$ cat src/rtl/seg_led_decoder_if.sv
// ---------------------------------------------------------------------------
// seg_led_decoder_if: muxed display lines in, decoded frame and strobes out.
// Rev 1.0
// ---------------------------------------------------------------------------
`default_nettype none

interface seg_led_decoder_if;
  logic       digit_select;
  logic [6:0] seg_led;
  logic [7:0] value;
  logic [1:0] blank;
  logic       value_valid;
  logic       pattern_err;

  modport master (
    output digit_select,
    output seg_led,
    input  value,
    input  blank,
    input  value_valid,
    input  pattern_err
  );

  modport slave (
    input  digit_select,
    input  seg_led,
    output value,
    output blank,
    output value_valid,
    output pattern_err
  );
endinterface

`default_nettype wire

$ cat src/rtl/seg_led_decoder.sv
// ---------------------------------------------------------------------------
// seg_led_decoder: debounces muxed seven-segment lines, decodes hex, frames.
// Rev 1.0
// ---------------------------------------------------------------------------
`default_nettype none

module seg_led_decoder #(
  parameter int STABLE_CYCLES = 4
) (
  input  logic              clk,
  input  logic              rst,
  seg_led_decoder_if.slave  bus
);

  localparam int            CW       = $clog2(STABLE_CYCLES + 1);
  localparam logic [CW-1:0] C_SAT    = CW'(STABLE_CYCLES);
  // The change-detect edge and the current edge are samples too, so cnt
  // trails the number of identical samples by two.
  localparam logic [CW-1:0] C_ACCEPT = CW'(STABLE_CYCLES - 2);

  typedef enum logic [0:0] {SETTLE = 1'b0, LOCKED = 1'b1} state_t;

  state_t        state;
  state_t        state_nxt;
  logic [7:0]    s1;
  logic [7:0]    s2;
  logic [7:0]    prev;
  logic [CW-1:0] cnt;
  logic          changed;
  logic          commit;
  logic [3:0]    nib;
  logic          pat_ok;
  logic          pat_blank;
  logic [7:0]    digits;
  logic [1:0]    dblank;
  logic [1:0]    seen;
  logic          first;
  logic [7:0]    value_q;
  logic [1:0]    blank_q;
  logic          value_valid_q;
  logic          pattern_err_q;

  assign changed         = (s2 != prev);
  assign bus.value       = value_q;
  assign bus.blank       = blank_q;
  assign bus.value_valid = value_valid_q;
  assign bus.pattern_err = pattern_err_q;

  always_comb begin
    nib       = 4'h0;
    pat_ok    = 1'b1;
    pat_blank = 1'b0;
    case (s2[6:0])
      7'h3F:   nib = 4'h0;
      7'h06:   nib = 4'h1;
      7'h5B:   nib = 4'h2;
      7'h4F:   nib = 4'h3;
      7'h66:   nib = 4'h4;
      7'h6D:   nib = 4'h5;
      7'h7D:   nib = 4'h6;
      7'h07:   nib = 4'h7;
      7'h7F:   nib = 4'h8;
      7'h6F:   nib = 4'h9;
      7'h77:   nib = 4'hA;
      7'h7C:   nib = 4'hB;
      7'h39:   nib = 4'hC;
      7'h5E:   nib = 4'hD;
      7'h79:   nib = 4'hE;
      7'h71:   nib = 4'hF;
      7'h00:   pat_blank = 1'b1;
      default: pat_ok = 1'b0;
    endcase
  end

  always_comb begin
    state_nxt = state;
    commit    = 1'b0;
    case (state)
      SETTLE: begin
        if (!changed && (cnt == C_ACCEPT)) begin
          commit    = 1'b1;
          state_nxt = LOCKED;
        end
      end
      LOCKED: begin
        if (changed) state_nxt = SETTLE;
      end
      default: state_nxt = SETTLE;
    endcase
  end

  always_ff @(posedge clk) begin
    if (!rst) state <= SETTLE;
    else      state <= state_nxt;
  end

  always_ff @(posedge clk) begin
    if (!rst) begin
      s1            <= 8'h00;
      s2            <= 8'h00;
      prev          <= 8'h00;
      cnt           <= '0;
      digits        <= 8'h00;
      dblank        <= 2'b11;
      seen          <= 2'b00;
      first         <= 1'b1;
      value_q       <= 8'h00;
      blank_q       <= 2'b11;
      value_valid_q <= 1'b0;
      pattern_err_q <= 1'b0;
    end else begin
      s1            <= {bus.digit_select, bus.seg_led};
      s2            <= s1;
      prev          <= s2;
      value_valid_q <= 1'b0;
      pattern_err_q <= 1'b0;

      if (changed)           cnt <= '0;
      else if (cnt != C_SAT) cnt <= cnt + CW'(1);

      if (seen == 2'b11) begin
        seen <= 2'b00;
        if (first || ({digits, dblank} != {value_q, blank_q})) begin
          value_q       <= digits;
          blank_q       <= dblank;
          value_valid_q <= 1'b1;
          first         <= 1'b0;
        end
      end

      // Placed after the frame clear so a same-edge commit keeps its seen bit.
      if (commit) begin
        if (!pat_ok) begin
          pattern_err_q <= 1'b1;
        end else if (s2[7]) begin
          digits[7:4] <= nib;
          dblank[1]   <= pat_blank;
          seen[1]     <= 1'b1;
        end else begin
          digits[3:0] <= nib;
          dblank[0]   <= pat_blank;
          seen[0]     <= 1'b1;
        end
      end
    end
  end

endmodule

`default_nettype wire

$ cat src/flat_wrapper.sv
// flat-port wrapper written by rule: the top's interface ports become plain ports
module seg_led_decoder_flat 
#(
  parameter int STABLE_CYCLES = 4
)
  (clk, rst, bus_digit_select, bus_seg_led, bus_value, bus_blank, bus_value_valid, bus_pattern_err);
  seg_led_decoder_if bus_i ();
  input  logic clk;
  input  logic rst;
  input wire logic [$bits(bus_i.digit_select)-1:0] bus_digit_select;
  input wire logic [$bits(bus_i.seg_led)-1:0] bus_seg_led;
  output wire logic [$bits(bus_i.value)-1:0] bus_value;
  output wire logic [$bits(bus_i.blank)-1:0] bus_blank;
  output wire logic [$bits(bus_i.value_valid)-1:0] bus_value_valid;
  output wire logic [$bits(bus_i.pattern_err)-1:0] bus_pattern_err;
  assign bus_i.digit_select = bus_digit_select;
  assign bus_i.seg_led = bus_seg_led;
  assign bus_value = bus_i.value;
  assign bus_blank = bus_i.blank;
  assign bus_value_valid = bus_i.value_valid;
  assign bus_pattern_err = bus_i.pattern_err;
  seg_led_decoder #(.STABLE_CYCLES(STABLE_CYCLES)) u_core (.clk(clk), .rst(rst), .bus(bus_i));
endmodule
$ cat config.mk
export PLATFORM = sky130hd
export DESIGN_NAME = seg_led_decoder_flat
export DESIGN_NICKNAME = d
export VERILOG_FILES = /design/src/rtl/seg_led_decoder_if.sv /design/src/rtl/seg_led_decoder.sv /design/src/flat_wrapper.sv
export SDC_FILE = /design/constraint.sdc
export NUM_CORES = 1
export LEC_CHECK = 0
export ABC_AREA = 0
export CORE_UTILIZATION = 40
export CTS_CLUSTER_SIZE = 10
export DETAILED_ROUTE_END_ITERATION = 8
export PLACE_DENSITY = 0.58
export SETUP_SLACK_MARGIN = 0.1
export SLEW_MARGIN = 40
export SYNTH_ARGS = -nofsm -noshare
export SYNTH_HDL_FRONTEND = slang
export SYNTH_SLANG_ARGS = --single-unit
export TNS_END_PERCENT = 5
$ cat constraint.sdc
create_clock -name clk -period 2.05 [get_ports clk]
set_input_delay 0.205 -clock clk [delete_from_list [all_inputs] [get_ports clk]]
set_output_delay 0.205 -clock clk [all_outputs]
set_load 0.005 [all_outputs]
==> impl_metrics.csv, run 1 <==
group,metric,value,unit
status,status,"finished with violations",
status,failed_checks,"design-rule violations",
final_layout,syn_to_final_growth,31.63,%
global_routing,grt-ovfl-total,0,
cts,clock_path_buffers,2,
worst_setup_path,required,2.30,ns
floorplan,rows,28,
logic_synthesis,avgSynthCellArea,9.469,µm²
logic_synthesis,yosysMostFrequentCell,"dfxtp_1",
hold_path,hp-class,"register to register",
timing,period_share,96.11,%
timing,fin_crit,1.970,ns
timing,slew_violations,0,
global_routing,grt_pass1_wl,8.935,mm
route,viasPerCell,5.020,
placement,dp.cells,381,
timing,hold_viol_final,0,
timing,max_freq,507.6,MHz
logic_synthesis,syn_inst,259,
route,drc_errors,1,
logic_synthesis,yosysSeqAreaShare,43.27,%
final_layout,final_cells,394,
route,routed_wl,5.322,mm
logic_synthesis,yosysTopAreaCellShare,43.27,%
floorplan,pin_count,22,
worst_setup_path,rrSetupSlack,0.08,ns
route,wl_per_cell,13.51,µm
floorplan,die_y,80.30,µm
route,dr.pass1.iters,6,
cts,numCtsBuffers,5,
cts,cts_tree,"done",
power,p_total,1888,µW
route,drtIter0Drc,84,
final_layout,antennaDiodeCount,0,
final_layout,drive_above_1_share,26.65,%
timing,slew_headroom,66.14,%
logic_synthesis,synthArstFlopShare,0,%
worst_setup_path,path_class,"register to register",
final_layout,fin_nets,331,
worst_setup_path,cp.arrival,2.22,ns
final_layout,stdcell_area,0.003228,mm²
power,ir_drop,0.3870,mV
floorplan,die-area,0.006448,mm²
placement,place_ws,-0.04445,ns
logic_synthesis,synth.net_count,272,
placement,portBuffers,21,
cts,htree_levels,2,
power,powerDensity,584.9,mW/mm²
final_layout,fillCellCount,535,
timing,worst_slew_pin_slew,0.5063,ns
cts,clock_latency,0.32,ns
logic_synthesis,netlist_top_cells_count,"dfxtp_1, and2_1, nand2_1",
cts,cts-hold-fix-buffers,0,
floorplan,fp.dieW,80.30,µm
job,maxCapViolCount,0,
logic_synthesis,synth_area_leaders,"dfxtp_1, xor2_1, and2_1",
cts,clock-sinks,53,
worst_setup_path,cp-end-kind,"register",
logic_synthesis,synth_warnings,0,
placement,hpwl,3.774,mm
cts,path_clk_slew,0.11,ns
logic_synthesis,ys_types,49,
global_routing,grt_util_all_layers,18.31,%
global_routing,grt_start_max_net_pins,23,
floorplan,start_util,41.42,%
power,leakagePower,0.001294,µW
timing,fin_ws,0.07983,ns
logic_synthesis,synth_area,0.002452,mm²
route,vias,1978,
placement,place_congestion,0.8721,
logic_synthesis,synth_top_cell_by_area,"dfxtp_1",
timing,fin_worst_skew,0.01406,ns
logic_synthesis,synthFlopType,"dfxtp_1",
global_routing,grt_pass1_vias,1898,
worst_setup_path,critPathLaunchType,"register",
placement,dpl_cell_area,0.002987,mm²
floorplan,core,0.005921,mm²
global_routing,antenna_found_initial,0,
timing,fin_hold_ws,0.4347,ns
logic_synthesis,ys_ff_latch,53,
cts,root_buffer,"clkbuf_8",
logic_synthesis,synth_edf_count,0,
timing,grt_setup_unrepaired,"true",
worst_setup_path,path_max_fanout,9,
route,ant_nets,0,
timing,setup_violations,0,
repair_timing:
action	4_1_cts	5_1_grt
endpoints found under the setup margin	13	10
setup buffers	5	0
gates resized for setup	22	5
pin swaps	6	0
final cells by class:
class	count	area, µm²	area share [%]
clock buffers	5	68.82	2.132
clock inverters	3	26.28	0.8140
inverters	8	30.03	0.9302
multi-input cells	182	1366	42.33
flip-flops and latches	53	1079	33.41
well taps	75	93.84	2.907
repair buffers	68	564.3	17.48
power breakdown:
group | internal [µW] | leakage, µW | switching [µW]
combinational | 109 | 0.000817 | 95.6
sequential | 1050 | 0.000435 | 18.7
clock | 249 | 0.0000423 | 368
total | 1410 | 0.00129 | 483
state kept, by name (all words and copies together) (netlist names):
register                count
u_core.bus.blank            2
u_core.bus.pattern_err      1
u_core.bus.value            8
u_core.bus.value_valid      1
u_core.cnt                  3
u_core.dblank               2
u_core.digits               8
u_core.first                1
u_core.prev                 8
u_core.s1                   8
u_core.s2                   8
u_core.seen                 2
u_core.state                1
placed cells by master, fill, tap and decap left out, types with 3 or more instances in the layout:
cell              n
a21oi_1           9
a31oi_1           3
and2_1           24
buf_4            45
clkbuf_8          5
clkdlybuf4s50_1  21
dfxtp_1          47
dfxtp_4           4
ha_1              3
inv_1             8
mux2i_1          12
nand2_1          21
nand3_1          16
nand3b_1          5
nand4_1           4
nor2_1           12
nor3_1            6
nor4_2            3
xor2_1           18
worst max-delay path, cell delays in order, from the launching register on:
cell and delay, ns:
dfxtp_1 0.34, buf_4 0.18, nor4bb_2 0.33, and4_2 0.32, a211oi_4 0.07, a311oi_4 0.43, mux2i_1 0.24
final timing paths:
check                                   from                to  cells past startpoint
worst max-delay path            u_core.s2[5]  u_core.digits[0]                      6
worst min-delay path            u_core.s1[7]      u_core.s2[7]                      1
worst min register to register  u_core.s1[7]      u_core.s2[7]                      1
worst max register to register  u_core.s2[5]  u_core.digits[0]                      6
layer usage:
metal | vias up | wire length [µm] | global-route usage, %
met4 | 0 | 82 | 6.429
li1 | 1013 | - | -
met2 | 23 | 2399 | 29.06
met1 | 933 | 2727 | 24.65
met3 | 9 | 113 | 3.523
met5 | - | 0 | 0
kinds of logic (layout without fill, tap and decap cells):
group	Yosys count	after routing	share of synthesized area, %
AND/OR/NAND/NOR	117	117	28.83
flip-flops	53	53	43.27
AO/OA/AOI/OAI	30	30	9.489
buffers and inverters	24	84	4.847
XOR/XNOR	20	20	7.143
multiplexers	12	12	4.898
adder cells (fa/ha/maj)	3	3	1.531
through the flow:
| stage | utilization, % | setup TNS [ns] |
|---|---|---|
| 6_report | 54.52 | 0 |
| 5_1_grt | 54.52 | -0.06849 |
| 4_1_cts | 54.04 | 0 |
| 3_5_place_dp | 50.44 | -0.1610 |
| 3_3_place_gp | 50.44 | -0.2301 |
| 2_1_floorplan | - | 0 |
Note: power is estimated with default switching activity, not from simulation.
==> run 2, diff against run 1 <==
SETUP_SLACK_MARGIN = not set   (was 0.1)
==> impl_metrics.csv, run 2 (synthesis gave the netlist of run 1 again) <==
group,metric,value,unit
status,status,"complete, no violations",
global_routing,grt-ovfl-total,0,
floorplan,pin_count,22,
worst_setup_path,path_cells,"or4_4, nor4_4, nor4_2, buf_4, a311oi_4, buf_4, mux2i_1",
route,wl_per_cell,12.89,µm
timing,grt_setup_unrepaired,"true",
worst_setup_path,cp.arrival,2.27,ns
hold_path,hp-class,"register to register",
global_routing,grt_pass1_wl,8.473,mm
worst_setup_path,cp-end-kind,"register",
timing,period_share,98.93,%
job,maxCapViolCount,0,
placement,hpwl,3.571,mm
final_layout,final_common_cell,"dfxtp_1",
timing,fin_crit,2.028,ns
timing,worst_slew_pin_slew,0.8002,ns
timing,setup_violations,0,
final_layout,fin_nets,321,
worst_setup_path,cp_num_buf_inv,2,
worst_setup_path,path_max_fanout,6,
worst_setup_path,required,2.29,ns
worst_setup_path,path_delay_family,"simple AND/OR/NAND/NOR gates",
route,drtIter0Drc,58,
timing,fin_ws,0.02190,ns
route,drc_errors,0,
worst_setup_path,critPathLaunchType,"register",
floorplan,start_util,41.42,%
floorplan,fp.dieW,80.30,µm
final_layout,drive_above_1_share,20.71,%
final_layout,final_cell_mix,"dfxtp_1, buf_4, and2_1, nand2_1, clkdlybuf4s50_1",
global_routing,grt_util_all_layers,17.15,%
route,routed_wl,4.950,mm
global_routing,grt_start_max_net_pins,23,
route,vias,1921,
worst_setup_path,crit_path_frequent_cell,"buf_4",
placement,portBuffers,21,
cts,clock-sinks,53,
cts,numCtsBuffers,5,
timing,hold_viol_final,0,
cts,path_clk_slew,0.10,ns
worst_setup_path,cp_slowest_cell,"or4_4",
placement,place_congestion,0.8578,
cts,htree_levels,2,
final_layout,antennaDiodeCount,0,
floorplan,die_y,80.30,µm
timing,slew_headroom,46.40,%
cts,cts-hold-fix-buffers,0,
worst_setup_path,path_class,"register to register",
floorplan,rows,28,
final_layout,stdcell_area,0.003109,mm²
cts,clock_latency,0.30,ns
power,powerDensity,638.6,mW/mm²
placement,place_ws,-0.05519,ns
timing,slew_violations,0,
timing,fin_worst_skew,0.008936,ns
route,viasPerCell,5.003,
timing,max_freq,493.1,MHz
floorplan,core,0.005921,mm²
placement,dpl_cell_area,0.002948,mm²
global_routing,antenna_found_initial,0,
global_routing,grt_pass1_vias,1724,
power,ir_drop,0.6089,mV
final_layout,syn_to_final_growth,26.79,%
power,leakagePower,0.001251,µW
route,ant_nets,0,
cts,cts_tree,"done",
floorplan,die-area,0.006448,mm²
worst_setup_path,cp_slowest_stage_delay,0.55,ns
cts,root_buffer,"clkbuf_8",
route,dr.pass1.iters,4,
cts,clock_path_buffers,2,
run 2: changes by cell type in the layout (fill, tap and decap cells not counted), moves of 2 or more:
cell        delta
buf_4         -11
dfxtp_4        -2
a21oi_1        +2
dfxtp_2        +2
buf_12         +2
clkinvlp_4     -2
run 2: layer usage:
layer	up-vias	global-route usage, %	share of wire [%]
li1	1002	-	-
met1	879	25.51	51
met2	34	24.79	44
met3	6	3.409	3.8
met4	0	4.821	1.0
met5	-	0	0
run 2: stage by stage:
stage	hold slack, ns	setup TNS [ns]	power [µW]	utilization (%)	std cells
3_5_place_dp	0.4177	-0.2788	1278	49.79	373
6_report	0.4394	0	1985	52.51	384
5_1_grt	0.4541	-0.2843	2084	52.51	384
3_3_place_gp	0.4144	-0.09420	1276	49.79	373
2_1_floorplan	0.3323	0	1195	-	259
4_1_cts	0.4422	0	2017	52.32	384
run 2: repair_timing:
| action | CTS | global route |
|---|---|---|
| pin swaps | 2 | 0 |
| gates resized for setup | 5 | 5 |
| setup buffers | 3 | 0 |
| hold endpoints to repair | 0 | 0 |
| endpoints found under the setup margin | 10 | 9 |
run 2: final cells by class:
cell class	instances	area, µm²
clock buffers	5	68.82
clock inverters	3	50.05
fillers	546	2811
inverters	8	30.03
multi-input cells	182	1276
flip-flops and latches	53	1074
well taps	75	93.84
repair buffers	58	516.7
run 2: where the power goes:
group	leakage (µW)	switching, µW	internal (µW)
clock	0.0000603	356	375
sequential	0.000434	16.1	1050
combinational	0.000757	89.6	99.5
run 2: worst paths after layout:
check	start	slack, ns	end	cells after the start
setup reg to reg	u_core.s2[4]	0.02	u_core.digits[1]	7
hold reg to reg	u_core.s1[6]	0.44	u_core.s2[6]	1
setup / recovery	u_core.s2[4]	0.02	u_core.digits[1]	7
hold / removal	u_core.s1[6]	0.44	u_core.s2[6]	1
